<file path="src/rtl/div_share_arbiter.sv">
// Round-robin front end that shares one DivisorUnit between NUM_REQ requesters.
// rst_n is asynchronous and active-high; the name is kept for compatibility with the existing codebase.
module div_share_arbiter #(
  parameter int PARALLELISM = 32,
  parameter int NUM_REQ     = 2
) (
  input  logic                           clk,
  input  logic                           rst_n,
  input  logic [NUM_REQ-1:0]             req_valid,
  output logic [NUM_REQ-1:0]             req_ready,
  input  logic [NUM_REQ-1:0]             req_usigned,
  input  logic [NUM_REQ*PARALLELISM-1:0] req_dividend,
  input  logic [NUM_REQ*PARALLELISM-1:0] req_divisor,
  output logic [NUM_REQ-1:0]             resp_valid,
  input  logic [NUM_REQ-1:0]             resp_ready,
  output logic [PARALLELISM-1:0]         resp_quotient,
  output logic [PARALLELISM-1:0]         resp_reminder,
  output logic                           div_valid,
  output logic                           div_usigned,
  output logic [PARALLELISM-1:0]         div_dividend,
  output logic [PARALLELISM-1:0]         div_divisor,
  input  logic [PARALLELISM-1:0]         div_quotient,
  input  logic [PARALLELISM-1:0]         div_reminder,
  input  logic                           div_res_ready,
  output logic                           busy
);

  localparam int PTR_W = $clog2(NUM_REQ);
  localparam int CW    = PTR_W + 1;

  typedef enum logic [1:0] {
    IDLE  = 2'd0,
    ISSUE = 2'd1,
    WAIT  = 2'd2,
    RESP  = 2'd3
  } state_t;

  state_t                   state_r;
  logic [PTR_W-1:0]         rr_ptr_r;
  logic [PTR_W-1:0]         owner_r;
  logic                     res_ready_q;
  logic                     usigned_r;
  logic [PARALLELISM-1:0]   dividend_r;
  logic [PARALLELISM-1:0]   divisor_r;
  logic [PARALLELISM-1:0]   quot_r;
  logic [PARALLELISM-1:0]   rem_r;
  logic                     div_valid_r;
  logic                     busy_r;
  logic [NUM_REQ-1:0]       resp_valid_r;

  logic [PTR_W-1:0]         grant_idx_s;
  logic                     grant_found_s;
  logic                     grant_ok_s;
  logic                     completion_s;
  logic [NUM_REQ-1:0]       req_ready_s;
  logic [PTR_W-1:0]         rr_next_s;
  logic                     sel_usigned_s;
  logic [PARALLELISM-1:0]   sel_dividend_s;
  logic [PARALLELISM-1:0]   sel_divisor_s;
  logic [PARALLELISM-1:0]   dividend_a [NUM_REQ];
  logic [PARALLELISM-1:0]   divisor_a  [NUM_REQ];

  function automatic logic [NUM_REQ-1:0] onehot(input logic [PTR_W-1:0] idx);
    logic [NUM_REQ-1:0] v;
    v      = '0;
    v[idx] = 1'b1;
    return v;
  endfunction

  for (genvar g = 0; g < NUM_REQ; g++) begin : g_unpack
    assign dividend_a[g] = req_dividend[g*PARALLELISM +: PARALLELISM];
    assign divisor_a[g]  = req_divisor[g*PARALLELISM +: PARALLELISM];
  end

  // Round-robin search from rr_ptr_r upward with wrap; first valid requester wins.
  always_comb begin
    grant_found_s = 1'b0;
    grant_idx_s   = '0;
    for (int k = 0; k < NUM_REQ; k++) begin
      logic [CW-1:0] cand_v;
      cand_v = {1'b0, rr_ptr_r} + CW'(k);
      if (cand_v >= CW'(NUM_REQ)) begin
        cand_v = cand_v - CW'(NUM_REQ);
      end else begin
        cand_v = cand_v;
      end
      if (!grant_found_s && req_valid[cand_v[PTR_W-1:0]]) begin
        grant_found_s = 1'b1;
        grant_idx_s   = cand_v[PTR_W-1:0];
      end else begin
        grant_found_s = grant_found_s;
      end
    end
  end

  // Grants are withheld while the divider still shows a stale res_ready level.
  always_comb begin
    grant_ok_s     = (state_r == IDLE) && !div_res_ready && grant_found_s;
    req_ready_s    = '0;
    sel_usigned_s  = req_usigned[grant_idx_s];
    sel_dividend_s = dividend_a[grant_idx_s];
    sel_divisor_s  = divisor_a[grant_idx_s];
    completion_s   = div_res_ready & ~res_ready_q;
    if (grant_ok_s) begin
      req_ready_s[grant_idx_s] = 1'b1;
    end else begin
      req_ready_s = '0;
    end
    if (owner_r == PTR_W'(NUM_REQ - 1)) begin
      rr_next_s = '0;
    end else begin
      rr_next_s = owner_r + PTR_W'(1);
    end
  end

  // Controller FSM; all handshake outputs except req_ready are registered here.
  always_ff @(posedge clk or posedge rst_n) begin
    if (rst_n) begin
      state_r      <= IDLE;
      rr_ptr_r     <= '0;
      owner_r      <= '0;
      res_ready_q  <= 1'b0;
      usigned_r    <= 1'b0;
      dividend_r   <= '0;
      divisor_r    <= '0;
      quot_r       <= '0;
      rem_r        <= '0;
      div_valid_r  <= 1'b0;
      busy_r       <= 1'b0;
      resp_valid_r <= '0;
    end else begin
      res_ready_q <= div_res_ready;
      case (state_r)
        IDLE: begin
          if (grant_ok_s) begin
            usigned_r  <= sel_usigned_s;
            dividend_r <= sel_dividend_s;
            divisor_r  <= sel_divisor_s;
            owner_r    <= grant_idx_s;
            busy_r     <= 1'b1;
            if (sel_divisor_s != {PARALLELISM{1'b0}}) begin
              state_r     <= ISSUE;
              div_valid_r <= 1'b1;
            end else begin
              // Divide-by-zero answered locally: all-ones quotient, dividend as remainder.
              state_r      <= RESP;
              quot_r       <= {PARALLELISM{1'b1}};
              rem_r        <= sel_dividend_s;
              resp_valid_r <= onehot(grant_idx_s);
            end
          end else begin
            state_r <= IDLE;
          end
        end
        ISSUE: begin
          div_valid_r <= 1'b0;
          state_r     <= WAIT;
        end
        WAIT: begin
          if (completion_s) begin
            quot_r       <= div_quotient;
            rem_r        <= div_reminder;
            resp_valid_r <= onehot(owner_r);
            state_r      <= RESP;
          end else begin
            state_r <= WAIT;
          end
        end
        RESP: begin
          if (resp_ready[owner_r]) begin
            resp_valid_r <= '0;
            busy_r       <= 1'b0;
            rr_ptr_r     <= rr_next_s;
            state_r      <= IDLE;
          end else begin
            state_r <= RESP;
          end
        end
        default: begin
          state_r      <= IDLE;
          div_valid_r  <= 1'b0;
          busy_r       <= 1'b0;
          resp_valid_r <= '0;
        end
      endcase
    end
  end

  assign req_ready     = req_ready_s;
  assign resp_valid    = resp_valid_r;
  assign resp_quotient = quot_r;
  assign resp_reminder = rem_r;
  assign div_valid     = div_valid_r;
  assign div_usigned   = usigned_r;
  assign div_dividend  = dividend_r;
  assign div_divisor   = divisor_r;
  assign busy          = busy_r;

endmodule

</file>
<file path="config.mk">
export PLATFORM = sky130hd
export DESIGN_NAME = div_share_arbiter
export DESIGN_NICKNAME = d
export VERILOG_FILES = /design/src/rtl/div_share_arbiter.sv
export SDC_FILE = /design/constraint.sdc
export NUM_CORES = 1
export LEC_CHECK = 0
export ABC_CLOCK_PERIOD_IN_PS = 5800
export CAP_MARGIN = 10
export CORE_ASPECT_RATIO = 1.75
export CORE_MARGIN = 5
export CORE_UTILIZATION = 40
export CTS_CLUSTER_SIZE = 24
export DETAILED_ROUTE_END_ITERATION = 7
export PLACE_DENSITY = 0.82
export SYNTH_ARGS = -nofsm -noshare
export SYNTH_HDL_FRONTEND = slang
export SYNTH_SLANG_ARGS = --single-unit
</file>
<file path="constraint.sdc">
create_clock -name clk -period 5.8 [get_ports clk]
set_input_delay 1.45 -clock clk [delete_from_list [all_inputs] [get_ports clk]]
set_output_delay 1.45 -clock clk [all_outputs]
set_load 0.01 [all_outputs]
</file>
==> impl_metrics.py <==
metrics = {
    "power": {
        "p_leak_nw": 4.34,
        "total_power_w": 0.00505,
        "peakVddDrop_uv": 242,
        "power.density_nw_per_um2": 487,
    },
    "synthesis": {
        "seq_area_frac_synth_pct": 54.8,
        "ys_warn_count": 0,
        "ys_ff_latch": 138,
        "synthDistinctLibCells": 34,
        "syn-num-nets": 870,
        "syn_inst": 669,
        "synth_ff_type": "dfrtp_1",
        "syn_avg_cell_area_um2": 9.42,
        "synth_edf_count": 0,
        "mappedNetlistArea_um2": 6300,
        "yosysTopAreaCell": "dfrtp_1",
        "yosysTopAreaCellShare_pct": 54.8,
        "synth_area_leaders": "dfrtp_1 55%, nand2_1 8.0%, nor2_1 6.1%",
        "synthArstFlopShare_pct": 100,
    },
    "sta": {
        "min_period_over_period_pct": 88.0,
        "hold_viol_final": 0,
        "slew_viol_final": 0,
        "rsz0062_at_grt": "false",
        "clock.fmax_mhz": 196,
        "fin_ws_ns": 0.694,
        "tightest_slew_ns": 0.989,
        "fin_skew_ns": 0.0144,
        "finalSetupViolCount": 0,
        "slew_headroom_pct": 34.1,
        "timing.final.crit_period_ns": 5.11,
        "tns_ns": 0,
    },
    "cells_and_area": {
        "antennaDiodeCount": 0,
        "seq_area_um2": 3450,
        "area_growth_pct": 64.3,
        "nNetsFinal": 1188,
        "fillers": 1268,
        "multiInputGateArea_um2": 2650,
        "drive_above_1_share_pct": 5.70,
    },
    "critical_path": {
        "cp_slowest_cell": "or4_2",
        "crit_path_end_kind": "output port",
        "path_cells": "clkdlybuf4s50_1 > nor2_1 > or4_2 > nor2_1 > clkdlybuf4s50_1",
        "rrSetupSlack_ns": 2.51,
        "critPathKind": "primary input to output port",
        "r2r_cells": 7,
        "crit_required_ns": 4.35,
        "r2r-end": "resp_valid[0]$_DFFE_PP0P_",
        "critPathBufInv": 2,
        "crit_family": "buffers and inverters",
        "r2r_start": "state_r[1]$_DFF_PP0_",
        "startpoint_type": "primary input",
        "crit_arrival_ns": 3.66,
        "critPathMaxFanout": 16,
        "cpPeakStageDelay_ns": 0.73,
    },
    "detailed_routing": {
        "drtIter0Drc": 216,
        "wl_met1_um": 7900,
        "maxUsedRoutingLayer": "met4",
        "wl_met3_um": 1570,
        "wl_um": 22500,
        "via_per_inst": 5.07,
        "drc": 0,
        "via_count": 6013,
        "antenna_left": 0,
        "met2_length_um": 12200,
        "drt-wirelength-per-cell_um": 18.9,
        "firstDrtPassIters": 4,
    },
    "die": {
        "die_h_um": 176,
        "num_rows": 60,
        "core_area_um2": 15500,
        "ios": 336,
        "die_area_um2": 18500,
        "die_x_um": 105,
        "initial_core_util_pct": 40.8,
    },
    "grt": {
        "antenna_found_initial": 0,
        "grt_max_degree": 108,
        "track_usage_pct": 23.5,
        "grt-ovfl-total": 0,
        "grt_pass1_wl_um": 34000,
        "first_global_vias": 6218,
    },
    "clocking": {
        "htree_levels": 4,
        "cts_sinks": 138,
        "cts_tree": "built",
        "cts_buffers": 17,
        "clk_latency_ns": 0.41,
        "post_cts_buffers": 0,
        "cts_resized": 0,
        "cts_root_buf": "clkbuf_16",
        "cts_hold_buf": 0,
        "clock_path_buffers": 2,
        "clkTransAtPathRegs_ns": 0.05,
    },
    "hold_path": {
        "hold_depth": 2,
        "holdPathEnd": "busy$_DFFE_PP0P_",
        "worstHoldStart": "busy$_DFFE_PP0P_",
        "hp-class": "register to register",
    },
    "placement": {
        "gp_congestion": 0.896,
        "dp_hpwl_um": 17400,
        "portBuffers": 335,
        "place_ws_ns": 0.693,
    },
    "status": {
        "outcome": "complete, no violations",
    },
    "flow_run": {
        "maxCapViolCount": 0,
    },
}
[metrics by stage]
step           instance area (um^2)  hold WS [ns]  std cells  utilization [%]
5_1_grt                       10400         0.504       1186             66.9
3_5_place_dp                   9790         0.464       1154             63.3
6_report                      10400         0.474       1186             66.9
3_3_place_gp                   9790         0.461       1154             63.3
2_1_floorplan                  6300         0.509        669                -
4_1_cts                       10400         0.478       1186             66.9
[layout by cell type, fill, tap and decap left out, types with 2 or more instances in the layout]
master           count
nand4_1              4
o21ai_1             30
clkdlybuf4s50_1    335
nor2_1             102
and4_1               2
o21ai_0             38
buf_4               10
clkbuf_16           17
nor4_1              12
a21o_1               3
a21oi_1             32
mux2i_1             32
mux2_1              30
clkinvlp_4           5
nor3_1               4
clkbuf_1             2
inv_1                3
dfrtp_1            138
a31oi_1             34
mux2_2               5
nand2_1            134
o22ai_1              3
inv_6                5
[synth_stat cells (2+ instances only)]
library cell and instances:
nor3_1 4, o21ai_1 31, nand2_1 134, dfrtp_1 138, nor2_1 102, nand2b_1 2, mux2_1 30, o22ai_1 3
mux2i_1 32, nand4_1 4, inv_1 4, a21o_1 3, o21ai_0 38, buf_2 3, a31oi_1 34, and4_1 2
buf_4 6, mux2_2 5, nor4_1 13, a21oi_1 32, clkbuf_1 36
[area by class of cell]
type / instances / share of cell area (%)
well taps: 186 / 2.25
clock buffers: 20 / 4.31
repair buffers: 345 / 33.1
clock inverters: 12 / 1.12
flip-flops and latches: 138 / 33.4
inverters: 5 / 0.230
multi-input cells: 480 / 25.6
[worst max path at each step]
stage	startpoint	end	slack (ns)	cells past startpoint
final	req_valid[1]	req_ready[0]	0.69	5
after global routing	req_valid[1]	req_ready[0]	0.58	5
after CTS	req_valid[1]	req_ready[0]	0.67	5
after detailed placement	req_valid[1]	req_ready[0]	0.69	5
after global placement	req_valid[1]	req_ready[0]	0.72	5
after floorplan	rst_n	busy$_DFFE_PP0P_	0.65	1
[where the power goes]
part	internal (W)	total (W)	switching, W
Clock	0.000607	0.00104	0.000430
Sequential	0.00143	0.00169	0.000261
Combinational	0.00125	0.00232	0.00107
Total	0.00328	0.00505	0.00176
[worst register-to-register path, cell delays in order, from the launching register on]
cell      delay, ns
dfrtp_1        0.53
or4_2          0.91
buf_4          0.36
a21o_2         0.32
a221oi_4       0.19
buf_4          0.39
a21o_1         0.16
mux2_1         0.32
[flip-flops by register name, summed over array words and instances, names as in the netlist]
| register | flops |
|---|---|
| busy | 1 |
| div_dividend | 32 |
| div_divisor | 32 |
| div_usigned | 1 |
| div_valid | 1 |
| owner_r | 1 |
| res_ready_q | 1 |
| resp_quotient | 32 |
| resp_reminder | 32 |
| resp_valid | 2 |
| rr_ptr_r | 1 |
| state_r | 2 |
[cells by family (layout without fill, tap and decap cells)]
kind of cell / Yosys count / after routing / synth area share [%]
DFF: 138 / 138 / 54.8
buffers and inverters: 51 / 382 / 3.45
AOI/OAI and AO/OA: 147 / 147 / 13.3
and+or+nand+nor: 266 / 266 / 17.1
muxes: 67 / 67 / 11.3
[layer usage]
layer  vias up  track usage [%]
met3        33             6.99
li1       2923                -
met2       232             43.9
met4         0             9.76
met1      2825             24.0
met5         -                0
No activity file was read; power rests on OpenSTA's default activity.
